### src/rtl/rx_sync_ctrl_pkg.sv
// RX sync control: shared PCS defines (lane count, state encodings)
// plus the types and helpers used by the sync FSM and its shared timer.

`ifndef PCS_DEFINES_SVH
`define PCS_DEFINES_SVH
`define LANENUMBER      4
`define PCS_ST_HUNT     3'd0
`define PCS_ST_QUALIFY  3'd1
`define PCS_ST_SYNC     3'd2
`define PCS_ST_FLUSH    3'd3
`endif

package rx_sync_ctrl_pkg;

   localparam int LANES = `LANENUMBER;

   typedef enum logic [2:0] {
      ST_HUNT    = `PCS_ST_HUNT,
      ST_QUALIFY = `PCS_ST_QUALIFY,
      ST_SYNC    = `PCS_ST_SYNC,
      ST_FLUSH   = `PCS_ST_FLUSH
   } sync_state_e;

   typedef enum logic [1:0] {
      TMR_HOLD  = 2'd0,
      TMR_LOAD1 = 2'd1,
      TMR_INC   = 2'd2,
      TMR_CLR   = 2'd3
   } tmr_cmd_e;

   // True when the increment about to happen would reach the limit,
   // so the FSM can leave its state on the same edge the count lands.
   function automatic logic cnt_hits(input logic [7:0] cnt, input int limit);
      return (({1'b0, cnt} + 9'd1) >= 9'(limit));
   endfunction

endpackage

### src/rtl/rx_sync_timer.sv
// Shared 8-bit timer for qualify, unlock-tolerance and flush timing.
// The FSM owns it through a load/increment/clear command.

module rx_sync_timer
   import rx_sync_ctrl_pkg::*;
(
   input  logic       clk,
   input  logic       reset_n,
   input  tmr_cmd_e   cmd,
   output logic [7:0] count
);

   logic [7:0] count_reg;

   // Apply the FSM command; HOLD keeps the value across invalid cycles
   always_ff @(posedge clk) begin
      if (!reset_n) begin
         count_reg <= '0;
      end else begin
         case (cmd)
            TMR_LOAD1: count_reg <= 8'd1;
            TMR_INC:   count_reg <= count_reg + 8'd1;
            TMR_CLR:   count_reg <= '0;
            default:   count_reg <= count_reg;
         endcase
      end
   end

   assign count = count_reg;

endmodule

### src/rtl/rx_sync_ctrl.sv
// RX sync controller: qualifies all-lane block lock before enabling the
// RX pipeline, tolerates short lock drops, and flushes on sync loss.

module rx_sync_ctrl
   import rx_sync_ctrl_pkg::*;
#(
   parameter int LOCK_WAIT    = 64,
   parameter int UNLOCK_TOL   = 4,
   parameter int FLUSH_CYCLES = 8
) (
   input  logic                   clk,
   input  logic                   reset_n,
   input  logic [`LANENUMBER-1:0] in_blocklock,
   input  logic                   in_rxdata_valid,
   input  logic                   in_clr_sticky,
   output logic                   out_stage_enable,
   output logic                   out_allsync,
   output logic                   out_flush,
   output logic [2:0]             out_state,
   output logic [`LANENUMBER-1:0] out_lane_lost,
   output logic [7:0]             out_loss_cnt
);

   sync_state_e            state_reg, state_next;
   sync_state_e            out_state_reg;
   tmr_cmd_e               tmr_cmd;
   logic [7:0]             tmr_count;
   logic                   loss_evt;
   logic                   alllock;
   logic                   out_allsync_reg;
   logic                   out_flush_reg;
   logic [`LANENUMBER-1:0] lane_set;
   logic [`LANENUMBER-1:0] lane_lost_reg;
   logic [7:0]             loss_cnt_reg;

   assign alllock = &in_blocklock;

   rx_sync_timer u_timer (
      .clk     (clk),
      .reset_n (reset_n),
      .cmd     (tmr_cmd),
      .count   (tmr_count)
   );

   // Next-state and timer command decode; only valid cycles advance, except FLUSH
   always_comb begin
      state_next = state_reg;
      tmr_cmd    = TMR_HOLD;
      loss_evt   = 1'b0;
      case (state_reg)
         ST_HUNT: begin
            if (in_rxdata_valid && alllock) begin
               if (LOCK_WAIT <= 1) begin
                  state_next = ST_SYNC;
                  tmr_cmd    = TMR_CLR;
               end else begin
                  state_next = ST_QUALIFY;
                  tmr_cmd    = TMR_LOAD1;
               end
            end
         end
         ST_QUALIFY: begin
            if (in_rxdata_valid) begin
               if (!alllock) begin
                  state_next = ST_HUNT;
                  tmr_cmd    = TMR_CLR;
               end else if (cnt_hits(tmr_count, LOCK_WAIT)) begin
                  state_next = ST_SYNC;
                  tmr_cmd    = TMR_CLR;
               end else begin
                  tmr_cmd    = TMR_INC;
               end
            end
         end
         ST_SYNC: begin
            if (in_rxdata_valid) begin
               if (alllock) begin
                  tmr_cmd    = TMR_CLR;
               end else if (cnt_hits(tmr_count, UNLOCK_TOL)) begin
                  state_next = ST_FLUSH;
                  tmr_cmd    = TMR_CLR;
                  loss_evt   = 1'b1;
               end else begin
                  tmr_cmd    = TMR_INC;
               end
            end
         end
         ST_FLUSH: begin
            if (cnt_hits(tmr_count, FLUSH_CYCLES)) begin
               state_next = ST_HUNT;
               tmr_cmd    = TMR_CLR;
            end else begin
               tmr_cmd    = TMR_INC;
            end
         end
         default: begin
            state_next = ST_HUNT;
            tmr_cmd    = TMR_CLR;
         end
      endcase
   end

   // FSM state plus registered status outputs, trailing the state by one cycle
   always_ff @(posedge clk) begin
      if (!reset_n) begin
         state_reg       <= ST_HUNT;
         out_state_reg   <= ST_HUNT;
         out_allsync_reg <= 1'b0;
         out_flush_reg   <= 1'b0;
      end else begin
         state_reg       <= state_next;
         out_state_reg   <= state_reg;
         out_allsync_reg <= (state_reg == ST_SYNC);
         out_flush_reg   <= (state_reg == ST_FLUSH);
      end
   end

   // A lane counts as lost whenever it is unlocked while in SYNC, valid or not
   genvar gi;
   generate
      for (gi = 0; gi < `LANENUMBER; gi++) begin : g_lane_set
         assign lane_set[gi] = (state_reg == ST_SYNC) && !in_blocklock[gi];
      end
   endgenerate

   // Sticky lane flags and saturating loss counter; a new event beats a clear
   always_ff @(posedge clk) begin
      if (!reset_n) begin
         lane_lost_reg <= '0;
         loss_cnt_reg  <= '0;
      end else begin
         lane_lost_reg <= (in_clr_sticky ? '0 : lane_lost_reg) | lane_set;
         if (loss_evt) begin
            if (in_clr_sticky)
               loss_cnt_reg <= 8'd1;
            else if (loss_cnt_reg != 8'hFF)
               loss_cnt_reg <= loss_cnt_reg + 8'd1;
         end else if (in_clr_sticky) begin
            loss_cnt_reg <= '0;
         end
      end
   end

   assign out_stage_enable = (out_state_reg == ST_FLUSH) ? 1'b1 : in_rxdata_valid;
   assign out_allsync      = out_allsync_reg;
   assign out_flush        = out_flush_reg;
   assign out_state        = out_state_reg;
   assign out_lane_lost    = lane_lost_reg;
   assign out_loss_cnt     = loss_cnt_reg;

endmodule
### config.mk
export PLATFORM = sky130hd
export DESIGN_NAME = rx_sync_ctrl
export DESIGN_NICKNAME = d
export VERILOG_FILES = /design/src/rtl/rx_sync_ctrl_pkg.sv /design/src/rtl/rx_sync_timer.sv /design/src/rtl/rx_sync_ctrl.sv
export SDC_FILE = /design/constraint.sdc
export NUM_CORES = 1
export LEC_CHECK = 0
export ABC_AREA = 1
export BUFFER_PORTS_ARGS = -buffer_cell sky130_fd_sc_hd__buf_2
export CORE_MARGIN = 1.5
export CORE_UTILIZATION = 59
export CTS_CLUSTER_DIAMETER = 40
export CTS_CLUSTER_SIZE = 8
export DETAILED_ROUTE_END_ITERATION = 8
export PLACE_DENSITY = 0.84
export RECOVER_POWER = 100
export SLEW_MARGIN = 20
export SYNTH_ARGS = -nofsm -noshare
export SYNTH_HDL_FRONTEND = slang
export SYNTH_SLANG_ARGS = --single-unit
export TNS_END_PERCENT = 1
### constraint.sdc
create_clock -name clk -period 6.2 [get_ports clk]
set_clock_uncertainty 0.2 [all_clocks]
set_input_delay 1.24 -clock clk [delete_from_list [all_inputs] [get_ports clk]]
set_output_delay 1.24 -clock clk [all_outputs]
set_load 0.01 [all_outputs]
==> impl_metrics.yaml <==
drt:
  finalWirelength_mm: 3.21
  drt-vias-per-instance: 5.35
  vias: 1493
  ant_nets: 0
  drc: 0
  firstDrtPassIters: 4
  drtIter0Drc: 45
  wl_per_cell_um: 11.5
min_path:
  hp-class: "flip-flop to flip-flop"
global_routing:
  use_met2: 0.407
  use_met1: 0.340
  grt_overflow: 0
  grt_max_degree: 18
  gr-usage-all-layers: 0.247
  met3_usage: 0.0361
  grt_pass1_vias: 1237
  grt_pass1_wl_mm: 5.33
  grt_busiest_layer: "met2"
  antenna_found_initial: 0
die:
  start_util: 0.619
  die_h_um: 53.8
  die-area_mm2: 0.00289
  ioPinCount: 26
  core_area_mm2: 0.00245
  dieWidth_um: 53.8
  rows: 18
worst_setup_path:
  crit_required_ps: 4760
  critPathKind: "input port to output port"
  end_kind: "output port"
  cp.arrival_ps: 1640
  critPathMaxStageDelay_ps: 120
  path_cells: "buf_2, inv_1, nand2_1, clkbuf_1"
  worst_path_max_delay_cell: "buf_2"
  start_kind: "input port"
  critPathTopFamily: "buffers and inverters"
  crit_fanout: 4
  critPathBufInv: 3
synth:
  synth.area.top_cells: "dfxtp_1, nand2_1, nand3_1"
  syn_area_per_cell_um2: 6.73
  synthDistinctLibCells: 30
  ys_seq_elements: 26
  yosys_warnings: 0
  synthesis.instances: 226
  synth.top_cell.area_share: 0.342
  synth_top_cell_by_area: "dfxtp_1"
  synth.cell_area_mm2: 0.00152
  synth_fp_nets: 237
  yosysSeqAreaShare: 0.342
timing:
  setup_viol: 0
  hold_viol_final: 0
  finalMaxSlewViolations: 0
  worst_pin_slew_ps: 722
  tns_ps: 0
  post-route-period-util: 0.497
  rsz0062_at_grt: "no"
  min_period_ps: 3080
  max_freq_mhz: 324
  slew_headroom: 0.517
power_and_ir_drop:
  worst_ir_drop_vdd_uv: 178
  powerDensity_mw_per_mm2: 184
  p_leak_nw: 0.723
  power_mw: 0.301
place:
  hpwl_mm: 2.31
  dpl_cell_area_mm2: 0.00164
  routabilityCongestion: 0.870
  io_buffers: 24
clocking:
  clk_pin_slew_ps: 140
  postCtsSetupBuffers: 0
  cts-root-buf: "clkbuf_4"
  clkLatencyLatePin_ps: 330
  cts_sinks: 26
  cts.path.max_buffers: 2
  ctsResizeCount: 0
  htree_levels: 1
  cts_made_buffers: 3
  holdBufCountCts: 0
  cts_tree: "built"
layout:
  num_antenna_cells: 0
  mostFrequentLayoutCell: "nand2_1"
  final_cell_mix: "nand2_1, inv_1, dfxtp_1, nor2_1, nand3_1"
  drive_gt1_frac: 0.100
  stdcell_area_mm2: 0.00164
  finalNetCount: 261
  syn_to_final_growth_pct: 7.74
run:
  drv_cap: 0
outcome:
  status: "finished clean"
path summary, 6_finish.rpt:
| path | start | to | slack, ps | cells past startpoint |
|---|---|---|---|---|
| max | in_rxdata_valid | out_stage_enable | 3120 | 4 |
| min | u_timer.count[6] | u_timer.count[6] | 270 | 2 |
| max reg2reg | u_timer.count[1] | u_timer.count[7] | 3520 | 11 |
| min reg2reg | u_timer.count[6] | u_timer.count[6] | 270 | 2 |
cells by family after synthesis:
logic type	Yosys count	share of synthesized area
adder cells (fa/ha/maj)	3	0.0247
flip-flops	26	0.342
AND/OR/NAND/NOR	132	0.425
AO/OA/AOI/OAI	27	0.0955
buffers and inverters	35	0.0988
other	1	0.00247
XOR/XNOR	2	0.0115
worst reg2reg max path: cells and delay by family, from the launching register on:
family          cells  cell delay, ps
compound gates      1             150
simple gates        9            1520
fa+ha+maj           1             250
flops               1             470
layer usage:
layer | vias to the layer above | wire, µm | part of all wire
met2 | 39 | 1500 | 0.47
li1 | 791 | - | -
met5 | - | 0 | 0
met3 | 4 | 124 | 0.039
met4 | 0 | 28 | 0.0087
met1 | 659 | 1550 | 0.48
stage by stage:
step	util	setup WS (ps)	instances	hold slack, ps
finish	0.667	3120	279	274
global route	0.667	3080	279	302
CTS	0.690	3110	279	275
detailed placement	0.668	3110	275	247
global placement	0.668	3130	275	242
floorplan	-	3350	226	236
cell usage after synthesis:
cell type	count
buf_4	1
nor2_2	4
nor4_1	2
nor2_4	1
nand2_4	1
inv_2	3
a21oi_1	15
nand3_1	22
a31o_2	1
o21ai_1	1
nor3b_1	1
o21bai_1	1
a21oi_2	1
nand2_1	51
nor2_1	21
or2_2	1
nand3b_1	1
inv_1	25
buf_6	2
clkbuf_1	2
nand3_4	1
clkinv_1	2
conb_1	1
o21ai_0	8
nand4_1	17
ha_1	3
xor2_1	2
nand3_2	1
nand2_2	8
dfxtp_1	26
cell type report:
type                       count  area [µm²]
clock buffer                   3        22.5
clock inverter                 1        30.0
fill                         220         817
inverter                      30         113
multi-input combinational    165         817
sequential                    26         520
tap                           30        37.5
timing repair buffer          24        97.6
report_power, final:
| part | switching [mW] | internal, mW | leakage, nW |
|---|---|---|---|
| clock | 0.0538 | 0.0654 | 0.0279 |
| sequential | 0.000790 | 0.168 | 0.209 |
| combinational | 0.00987 | 0.00373 | 0.486 |
Note: power is estimated with default switching activity, not from simulation.
